### src/rtl/timer_pkg.sv
// Shared encodings for the generalised timer channel: register map, TCR/TCSR/TIER
// field layout, clock-select, clear-select and compare-output action codes.
package timer_pkg;

  localparam logic [2:0] ADDR_TCNT  = 3'd0;
  localparam logic [2:0] ADDR_TCORA = 3'd1;
  localparam logic [2:0] ADDR_TCORB = 3'd2;
  localparam logic [2:0] ADDR_TCR   = 3'd3;
  localparam logic [2:0] ADDR_TCSR  = 3'd4;
  localparam logic [2:0] ADDR_TPSC  = 3'd5;
  localparam logic [2:0] ADDR_TIER  = 3'd6;

  localparam int TCR_CKS_LO  = 0;
  localparam int TCR_CCLR_LO = 3;
  localparam int TCR_ONESHOT = 5;

  localparam int TCSR_CMFA   = 0;
  localparam int TCSR_CMFB   = 1;
  localparam int TCSR_OVF    = 2;
  localparam int TCSR_OSA_LO = 3;
  localparam int TCSR_OSB_LO = 5;
  localparam int TCSR_ADTE   = 7;

  localparam int TIER_CMIEA = 0;
  localparam int TIER_CMIEB = 1;
  localparam int TIER_OVIE  = 2;

  typedef enum logic [2:0] {
    CKS_STOP    = 3'd0,
    CKS_INT     = 3'd1,
    CKS_RISE    = 3'd2,
    CKS_FALL    = 3'd3,
    CKS_BOTH    = 3'd4,
    CKS_CASCADE = 3'd5,
    CKS_STOP6   = 3'd6,
    CKS_STOP7   = 3'd7
  } cks_e;

  typedef enum logic [1:0] {
    CCLR_NONE    = 2'd0,
    CCLR_MATCH_A = 2'd1,
    CCLR_MATCH_B = 2'd2,
    CCLR_TMRI    = 2'd3
  } cclr_e;

  typedef enum logic [1:0] {
    OS_NONE   = 2'd0,
    OS_LOW    = 2'd1,
    OS_HIGH   = 2'd2,
    OS_TOGGLE = 2'd3
  } os_e;

  typedef enum logic [1:0] {
    EDGE_RISE = 2'd0,
    EDGE_FALL = 2'd1,
    EDGE_BOTH = 2'd2
  } edge_e;

  // Next level of the compare output pin for a given action code.
  function automatic logic os_apply(input os_e act, input logic cur);
    case (act)
      OS_LOW:    return 1'b0;
      OS_HIGH:   return 1'b1;
      OS_TOGGLE: return ~cur;
      default:   return cur;
    endcase
  endfunction

endpackage

### src/rtl/timer_edge_sync.sv
// Two-flop synchroniser with an edge register; emits a one-clk pulse on the
// selected edge of an asynchronous input.
module timer_edge_sync
  import timer_pkg::*;
(
  input  logic  clk,
  input  logic  rst_n,
  input  logic  async_in,
  input  edge_e edge_sel,
  output logic  pulse
);

  logic       sync1;
  logic       sync2;
  logic       prev;
  logic [2:0] fill;

  always_ff @(posedge clk or negedge rst_n) begin
    if (!rst_n) begin
      sync1 <= 1'b0;
      sync2 <= 1'b0;
      prev  <= 1'b0;
      fill  <= 3'b000;
    end else begin
      sync1 <= async_in;
      sync2 <= sync1;
      prev  <= sync2;
      fill  <= {fill[1:0], 1'b1};
    end
  end

  // Edges are ignored until sync2 and prev both hold post-reset samples, so an
  // input already high at reset release does not look like a rising edge.
  always_comb begin
    pulse = 1'b0;
    if (fill[2]) begin
      case (edge_sel)
        EDGE_RISE: pulse = sync2 & ~prev;
        EDGE_FALL: pulse = ~sync2 & prev;
        default:   pulse = sync2 ^ prev;
      endcase
    end
  end

endmodule

### src/rtl/timer_channel_gen.sv
// Parametrised single-channel up-counter timer with prescaler, external clock,
// one-shot mode and W1C flags. Define TIMER_CASCADE_EN for cascade_in/ovf_tick.
module timer_channel_gen
  import timer_pkg::*;
#(
  parameter int BIT_WIDTH  = 8,
  parameter int PRESCALE_W = 3
) (
  input  logic                 clk,
  input  logic                 rst_n,
  input  logic                 tmci,
  input  logic                 tmri,
  input  logic                 reg_wr,
  input  logic [2:0]           reg_addr,
  input  logic [BIT_WIDTH-1:0] reg_wdata,
  output logic [BIT_WIDTH-1:0] reg_rdata,
  output logic                 tmo,
  output logic                 cmia,
  output logic                 cmib,
  output logic                 ovi,
  output logic                 adc_req
`ifdef TIMER_CASCADE_EN
  ,
  input  logic                 cascade_in,
  output logic                 ovf_tick
`endif
);

  localparam int PSC_W = (1 << PRESCALE_W) - 1;

  logic [BIT_WIDTH-1:0]  tcnt;
  logic [BIT_WIDTH-1:0]  tcora;
  logic [BIT_WIDTH-1:0]  tcorb;
  cks_e                  cks;
  cclr_e                 cclr;
  logic                  oneshot;
  logic                  cmfa;
  logic                  cmfb;
  logic                  ovf;
  os_e                   osa;
  os_e                   osb;
  logic                  adte;
  logic                  cmiea;
  logic                  cmieb;
  logic                  ovie;
  logic [PRESCALE_W-1:0] tpsc;
  logic [PSC_W-1:0]      psc_cnt;
  logic                  match_a_q;
  logic                  match_b_q;

  logic wr_tcnt, wr_tcora, wr_tcorb, wr_tcr, wr_tcsr, wr_tpsc, wr_tier;
  logic [PSC_W-1:0] psc_mask;
  logic psc_tick;
  logic tmci_pulse;
  logic tmri_pulse;
  edge_e tmci_sel;
  logic count_en;
  logic match_a, match_b;
  logic set_a, set_b;
  logic clr_cond;
  logic inc_en;
  logic ovf_set;
  logic tmo_next;

  assign wr_tcnt  = reg_wr && (reg_addr == ADDR_TCNT);
  assign wr_tcora = reg_wr && (reg_addr == ADDR_TCORA);
  assign wr_tcorb = reg_wr && (reg_addr == ADDR_TCORB);
  assign wr_tcr   = reg_wr && (reg_addr == ADDR_TCR);
  assign wr_tcsr  = reg_wr && (reg_addr == ADDR_TCSR);
  assign wr_tpsc  = reg_wr && (reg_addr == ADDR_TPSC);
  assign wr_tier  = reg_wr && (reg_addr == ADDR_TIER);

  // Tick whenever the low TPSC bits of the free-running counter are all ones.
  assign psc_mask = ~({PSC_W{1'b1}} << tpsc);
  assign psc_tick = ((psc_cnt & psc_mask) == psc_mask);

  always_comb begin
    case (cks)
      CKS_FALL: tmci_sel = EDGE_FALL;
      CKS_BOTH: tmci_sel = EDGE_BOTH;
      default:  tmci_sel = EDGE_RISE;
    endcase
  end

  timer_edge_sync u_tmci_sync (
    .clk      (clk),
    .rst_n    (rst_n),
    .async_in (tmci),
    .edge_sel (tmci_sel),
    .pulse    (tmci_pulse)
  );

  timer_edge_sync u_tmri_sync (
    .clk      (clk),
    .rst_n    (rst_n),
    .async_in (tmri),
    .edge_sel (EDGE_RISE),
    .pulse    (tmri_pulse)
  );

  always_comb begin
    case (cks)
      CKS_INT:  count_en = psc_tick;
      CKS_RISE,
      CKS_FALL,
      CKS_BOTH: count_en = tmci_pulse;
`ifdef TIMER_CASCADE_EN
      CKS_CASCADE: count_en = cascade_in;
`endif
      default:  count_en = 1'b0;
    endcase
  end

  assign match_a = (tcnt == tcora);
  assign match_b = (tcnt == tcorb);
  assign set_a   = match_a & ~match_a_q;
  assign set_b   = match_b & ~match_b_q;

  always_comb begin
    case (cclr)
      CCLR_MATCH_A: clr_cond = match_a;
      CCLR_MATCH_B: clr_cond = match_b;
      CCLR_TMRI:    clr_cond = tmri_pulse;
      default:      clr_cond = 1'b0;
    endcase
  end

  // In one-shot mode the counter must not step past TCORA during the match cycle.
  assign inc_en  = count_en & ~(oneshot & match_a);
  assign ovf_set = ~wr_tcnt & ~clr_cond & inc_en & (&tcnt);

  // When A and B hit together the B action owns the pin.
  always_comb begin
    tmo_next = tmo;
    if (set_b)      tmo_next = os_apply(osb, tmo);
    else if (set_a) tmo_next = os_apply(osa, tmo);
  end

  always_ff @(posedge clk or negedge rst_n) begin
    if (!rst_n) begin
      tcnt      <= '0;
      tcora     <= '1;
      tcorb     <= '1;
      cks       <= CKS_STOP;
      cclr      <= CCLR_NONE;
      oneshot   <= 1'b0;
      cmfa      <= 1'b0;
      cmfb      <= 1'b0;
      ovf       <= 1'b0;
      osa       <= OS_NONE;
      osb       <= OS_NONE;
      adte      <= 1'b0;
      cmiea     <= 1'b0;
      cmieb     <= 1'b0;
      ovie      <= 1'b0;
      tpsc      <= '0;
      psc_cnt   <= '0;
      match_a_q <= 1'b0;
      match_b_q <= 1'b0;
      tmo       <= 1'b0;
      adc_req   <= 1'b0;
`ifdef TIMER_CASCADE_EN
      ovf_tick  <= 1'b0;
`endif
    end else begin
      match_a_q <= match_a;
      match_b_q <= match_b;

      if (wr_tcnt)       tcnt <= reg_wdata;
      else if (clr_cond) tcnt <= '0;
      else if (inc_en)   tcnt <= tcnt + 1'b1;

      if (wr_tcora) tcora <= reg_wdata;
      if (wr_tcorb) tcorb <= reg_wdata;

      if (wr_tcr) begin
        cks     <= cks_e'(reg_wdata[TCR_CKS_LO +: 3]);
        cclr    <= cclr_e'(reg_wdata[TCR_CCLR_LO +: 2]);
        oneshot <= reg_wdata[TCR_ONESHOT];
      end else if (oneshot && set_a) begin
        cks <= CKS_STOP;
      end

      if (wr_tpsc) tpsc <= reg_wdata[PRESCALE_W-1:0];
      if (wr_tpsc || wr_tcr) psc_cnt <= '0;
      else                   psc_cnt <= psc_cnt + 1'b1;

      if (wr_tier) begin
        cmiea <= reg_wdata[TIER_CMIEA];
        cmieb <= reg_wdata[TIER_CMIEB];
        ovie  <= reg_wdata[TIER_OVIE];
      end

      // A hardware set in the same clk as a write-1-clear keeps the flag.
      cmfa <= set_a   | (cmfa & ~(wr_tcsr & reg_wdata[TCSR_CMFA]));
      cmfb <= set_b   | (cmfb & ~(wr_tcsr & reg_wdata[TCSR_CMFB]));
      ovf  <= ovf_set | (ovf  & ~(wr_tcsr & reg_wdata[TCSR_OVF]));

      if (wr_tcsr) begin
        osa  <= os_e'(reg_wdata[TCSR_OSA_LO +: 2]);
        osb  <= os_e'(reg_wdata[TCSR_OSB_LO +: 2]);
        adte <= reg_wdata[TCSR_ADTE];
      end

      tmo     <= tmo_next;
      adc_req <= set_a & adte;
`ifdef TIMER_CASCADE_EN
      ovf_tick <= ovf_set;
`endif
    end
  end

  assign cmia = cmfa & cmiea;
  assign cmib = cmfb & cmieb;
  assign ovi  = ovf & ovie;

  always_comb begin
    reg_rdata = '0;
    case (reg_addr)
      ADDR_TCNT:  reg_rdata = tcnt;
      ADDR_TCORA: reg_rdata = tcora;
      ADDR_TCORB: reg_rdata = tcorb;
      ADDR_TCR:   reg_rdata[5:0] = {oneshot, cclr, cks};
      ADDR_TCSR:  reg_rdata[7:0] = {adte, osb, osa, ovf, cmfb, cmfa};
      ADDR_TPSC:  reg_rdata[PRESCALE_W-1:0] = tpsc;
      ADDR_TIER:  reg_rdata[2:0] = {ovie, cmieb, cmiea};
      default:    reg_rdata = '0;
    endcase
  end

endmodule

### config.mk
export PLATFORM = sky130hd
export DESIGN_NAME = timer_channel_gen
export DESIGN_NICKNAME = d
export VERILOG_FILES = /design/src/rtl/timer_pkg.sv /design/src/rtl/timer_edge_sync.sv /design/src/rtl/timer_channel_gen.sv
export SDC_FILE = /design/constraint.sdc
export NUM_CORES = 1
export LEC_CHECK = 0
export ABC_AREA = 0
export BUFFER_PORTS_ARGS = -buffer_cell sky130_fd_sc_hd__buf_2
export CAP_MARGIN = 20
export CORE_MARGIN = 4
export CORE_UTILIZATION = 54
export CTS_CLUSTER_DIAMETER = 30
export DETAILED_ROUTE_END_ITERATION = 8
export GPL_ROUTABILITY_DRIVEN = 0
export PLACE_DENSITY = 0.87
export SLEW_MARGIN = 40
export SYNTH_ARGS = -nofsm -noshare
export SYNTH_HDL_FRONTEND = slang
export SYNTH_SLANG_ARGS = --single-unit
### constraint.sdc
create_clock -name clk -period 2.03 [get_ports clk]
set_clock_uncertainty 0.05 [all_clocks]
set_input_delay 0.5075 -clock clk [delete_from_list [all_inputs] [get_ports clk]]
set_output_delay 0.5075 -clock clk [all_outputs]
set_load 0.005 [all_outputs]
==> run summary <==
Layout Nets = 424
DRC violations left = 0
Cts hold-fix bufs = 0
N_diodes = 0
Routed via count = 3,151
Clock Path Buffers = 2
Synth area leader = dfrtp_1
Root cell of the clock tree = clkbuf_8
Reg2reg setup slack = -140 ps
Number of max-cap violations = 0
Num CTS Buffers = 9
Worst setup EP type = flop
DR WL/cell = 21.62 microns
Initial antenna violation count = 0
Post-DP HPWL = 6060 microns
Die H = 88.91 microns
Vias in the first global route = 2,968
Total GRT Usage = 24.84%
Slew margin rel. = 64.59%
Post-synth top area share = 33.98%
Post-Syn Area = 3535 sq um
Dominant cells by area after synthesis = dfrtp_1 (34%), dfstp_2 (12%), mux2_2 (8.0%)
Synth-to-Final Area Change = 31.58%
Final ANT Viol Nets = 0
Mapped Cells = 324
Initial Utilization = 55.67%
H-Tree Depth = 3
Largest net degree at the start of global routing = 65
Total power = 5.061 mW
Yosys cell types = 57
Worst path slowest cell = dfstp_2
TritonCTS clock tree = built
Failing checks = setup timing
Drt first pass iters = 5
Final hold vios = 0
Syn Area/Cell = 10.91 sq um
Clock transition at path regs = 70 ps
Share of layout cells above drive strength 1 = 48.41%
Non-Filler Instances = 486
Reg power frac = 39.6%
Internal cell power = 3.230 mW
Post-synthesis async set-or-reset flop share = 100.0%
Syn_nets = 344
Clk network pwr share = 22.2%
Top_reg_cell synth = dfrtp_1
Clock sink count = 64
Register bit total from synthesis = 64
Clock Latency Late Sink = 340 ps
RR Endpoint = tcnt[7]$_DFFE_PN0P_
I/O Pins = 29
Hold Path Class = in2async
Number of synthesized flops with an enable pin = 0
Placed insts = 447
PnR worst setup slack = -138.1 ps
Seq/Total Area, Yosys = 45.88%
IO Port Bufs = 28
Hold slack = 107.3 ps
Critical R2R Launch = tcora[2]$_DFFE_PN1P_
Worst Path Max Fanout = 7
R2R cell count = 7
RSZ-0062 raised after global routing = true
Fmax = 461.2 MHz
Worst Path Arrival = 2350 ps
First-pass GRT wire length = 14,770 microns
Die area = 7904 sq um
Most numerous cell in the Yosys netlist = dfrtp_1
DR vias/cell = 6.484
VDD IR max = 0.8483 mV
Die W = 88.91 microns
Setup-failing EPs final = 13
Final period util = 106.8%
Startpoint Class = flop
Rows = 29
Worst path required time = 2210 ps
Warning count from the yosys run = 0
Sw power = 1.831 mW
WS Path Type = reg2reg
Synth top cells by count = dfrtp_1 (48), nand2_1 (38), mux2_2 (25)
Core ar. = 6350 sq um
Leakage Power = 2.061 nW
Outcome = finished, violations left
Sw Share = 36.18%
Iteration-0 DRC Markers = 286
GRT overflow = 0
Crit-path max cell delay = 590 ps
Pwr dens = 1088 nW/um^2
Max-slew violations = 0
Fill cells = 361
Min Tclk post-route = 2168 ps
Tightest Pin Transition = 527.0 ps
Crit-path cells = buf_6, xor2_4, nor4_4, and2_4, o2bb2ai_4, a22oi_1, o2bb2a_2
Comb pwr share = 38.2%
Routed wire length = 10,510 microns
==> stage by stage <==
step	util, %	TNS [ps]	worst slack [ps]	cell area, sq um
global placement	62.21	-159.4	-76.82	3950
detailed placement	62.21	-553.8	-96.79	3950
floorplan	-	0	71.77	3536
finish	73.24	-970.3	-138.1	4651
CTS	67.96	-197.0	-111.5	4315
global route	73.24	-1754	-204.9	4651
==> layout by cell type, fill, tap and decap left out, types with 3 or more instances in the layout <==
cell type,count
o21ai_2,5
nand4b_1,4
nand2_1,37
clkbuf_8,11
inv_1,10
buf_4,44
and2_1,6
nor2b_2,3
and3_1,4
buf_6,8
buf_12,4
buf_2,26
o21ai_0,9
o22ai_1,6
a21oi_2,4
o2bb2a_4,4
mux2_2,23
ha_1,4
mux2i_1,7
dfstp_2,16
nand4_1,6
nand2b_1,5
a22oi_2,7
xor2_1,15
dfrtp_1,46
xor2_2,5
nand3_1,6
nor2_1,17
a21oi_1,9
==> layer usage <==
layer,up-vias,share of wire [%],GRT usage [%]
met5,-,0.26,3.247
met4,2,4.4,13.60
met3,52,8.7,6.452
met2,202,49,38.87
met1,1576,37,31.21
li1,1319,-,-
==> critical path, delay by kind of cell (launching register included) <==
kind                   cells  cell delay [ps]
AO/OA/AOI/OAI              3              610
XOR/XNOR                   1               70
buffers and inverters      1              130
flip-flops                 1              590
AND/OR/NAND/NOR            2              600
==> state kept, by name, summed over array words and instances (netlist names), 2 cells and up <==
register,cells
tcnt,8
tcora,8
tcorb,8
psc_cnt,7
cks,3
tpsc,3
cclr,2
osa,2
osb,2
u_tmri_sync.fill,2
==> cells by family (layout without fill, tap and decap cells) <==
group	after synthesis	after routing	synth area share, %
other	1	1	0.1061
XOR/XNOR	22	22	5.451
adder cells (fa/ha/maj)	4	4	1.416
AND/OR/NAND/NOR	101	101	15.50
flip-flops	64	64	45.88
AO/OA/AOI/OAI	70	72	16.00
multiplexers	35	35	11.50
buffers and inverters	27	110	4.142
==> final cells by class <==
cell class	instances	area [sq um]	area share, %
Multi-Input combinational cell	235	2041	43.88
Sequential cell	64	1624	34.92
Timing Repair Buffer	84	653.1	14.04
Clock buffer	13	158.9	3.417
Tap cell	77	96.34	2.072
Clock inverter	3	40.04	0.8609
Inverter	10	37.54	0.8071
==> how the worst max path moves through the flow <==
stage | endpoint | cells past startpoint | start
after floorplan | reg_rdata[4] | 4 | reg_addr[1]
after global placement | reg_rdata[2] | 5 | reg_addr[2]
after detailed placement | reg_rdata[0] | 5 | reg_addr[2]
after CTS | reg_rdata[1] | 5 | tcnt[1]$_DFFE_PN0P_
after global routing | reg_rdata[1] | 5 | tcnt[1]$_DFFE_PN0P_
final | tcnt[7]$_DFFE_PN0P_ | 7 | tcora[2]$_DFFE_PN1P_
==> power groups by stage <==
| stage | sequential, mW | clock [mW] | combinational [mW] |
|---|---|---|---|
| final | 2.00 | 1.12 | 1.93 |
| after CTS | 1.93 | 1.12 | 1.58 |
| after detailed placement | 1.96 | 0 | 1.40 |
| after global placement | 1.94 | 0 | 1.33 |
| after floorplan | 1.85 | 0 | 1.01 |
| after global routing | 2.03 | 1.18 | 2.06 |
==> timing repair <==
item / in CTS / in global routing
pin swaps: 11 / 35
resized for setup: 16 / 41
setup endpoints to repair: 15 / 21
buffers inserted: 9 / 12
cloned: 2 / 0
Power figures use the tool's default switching activity.
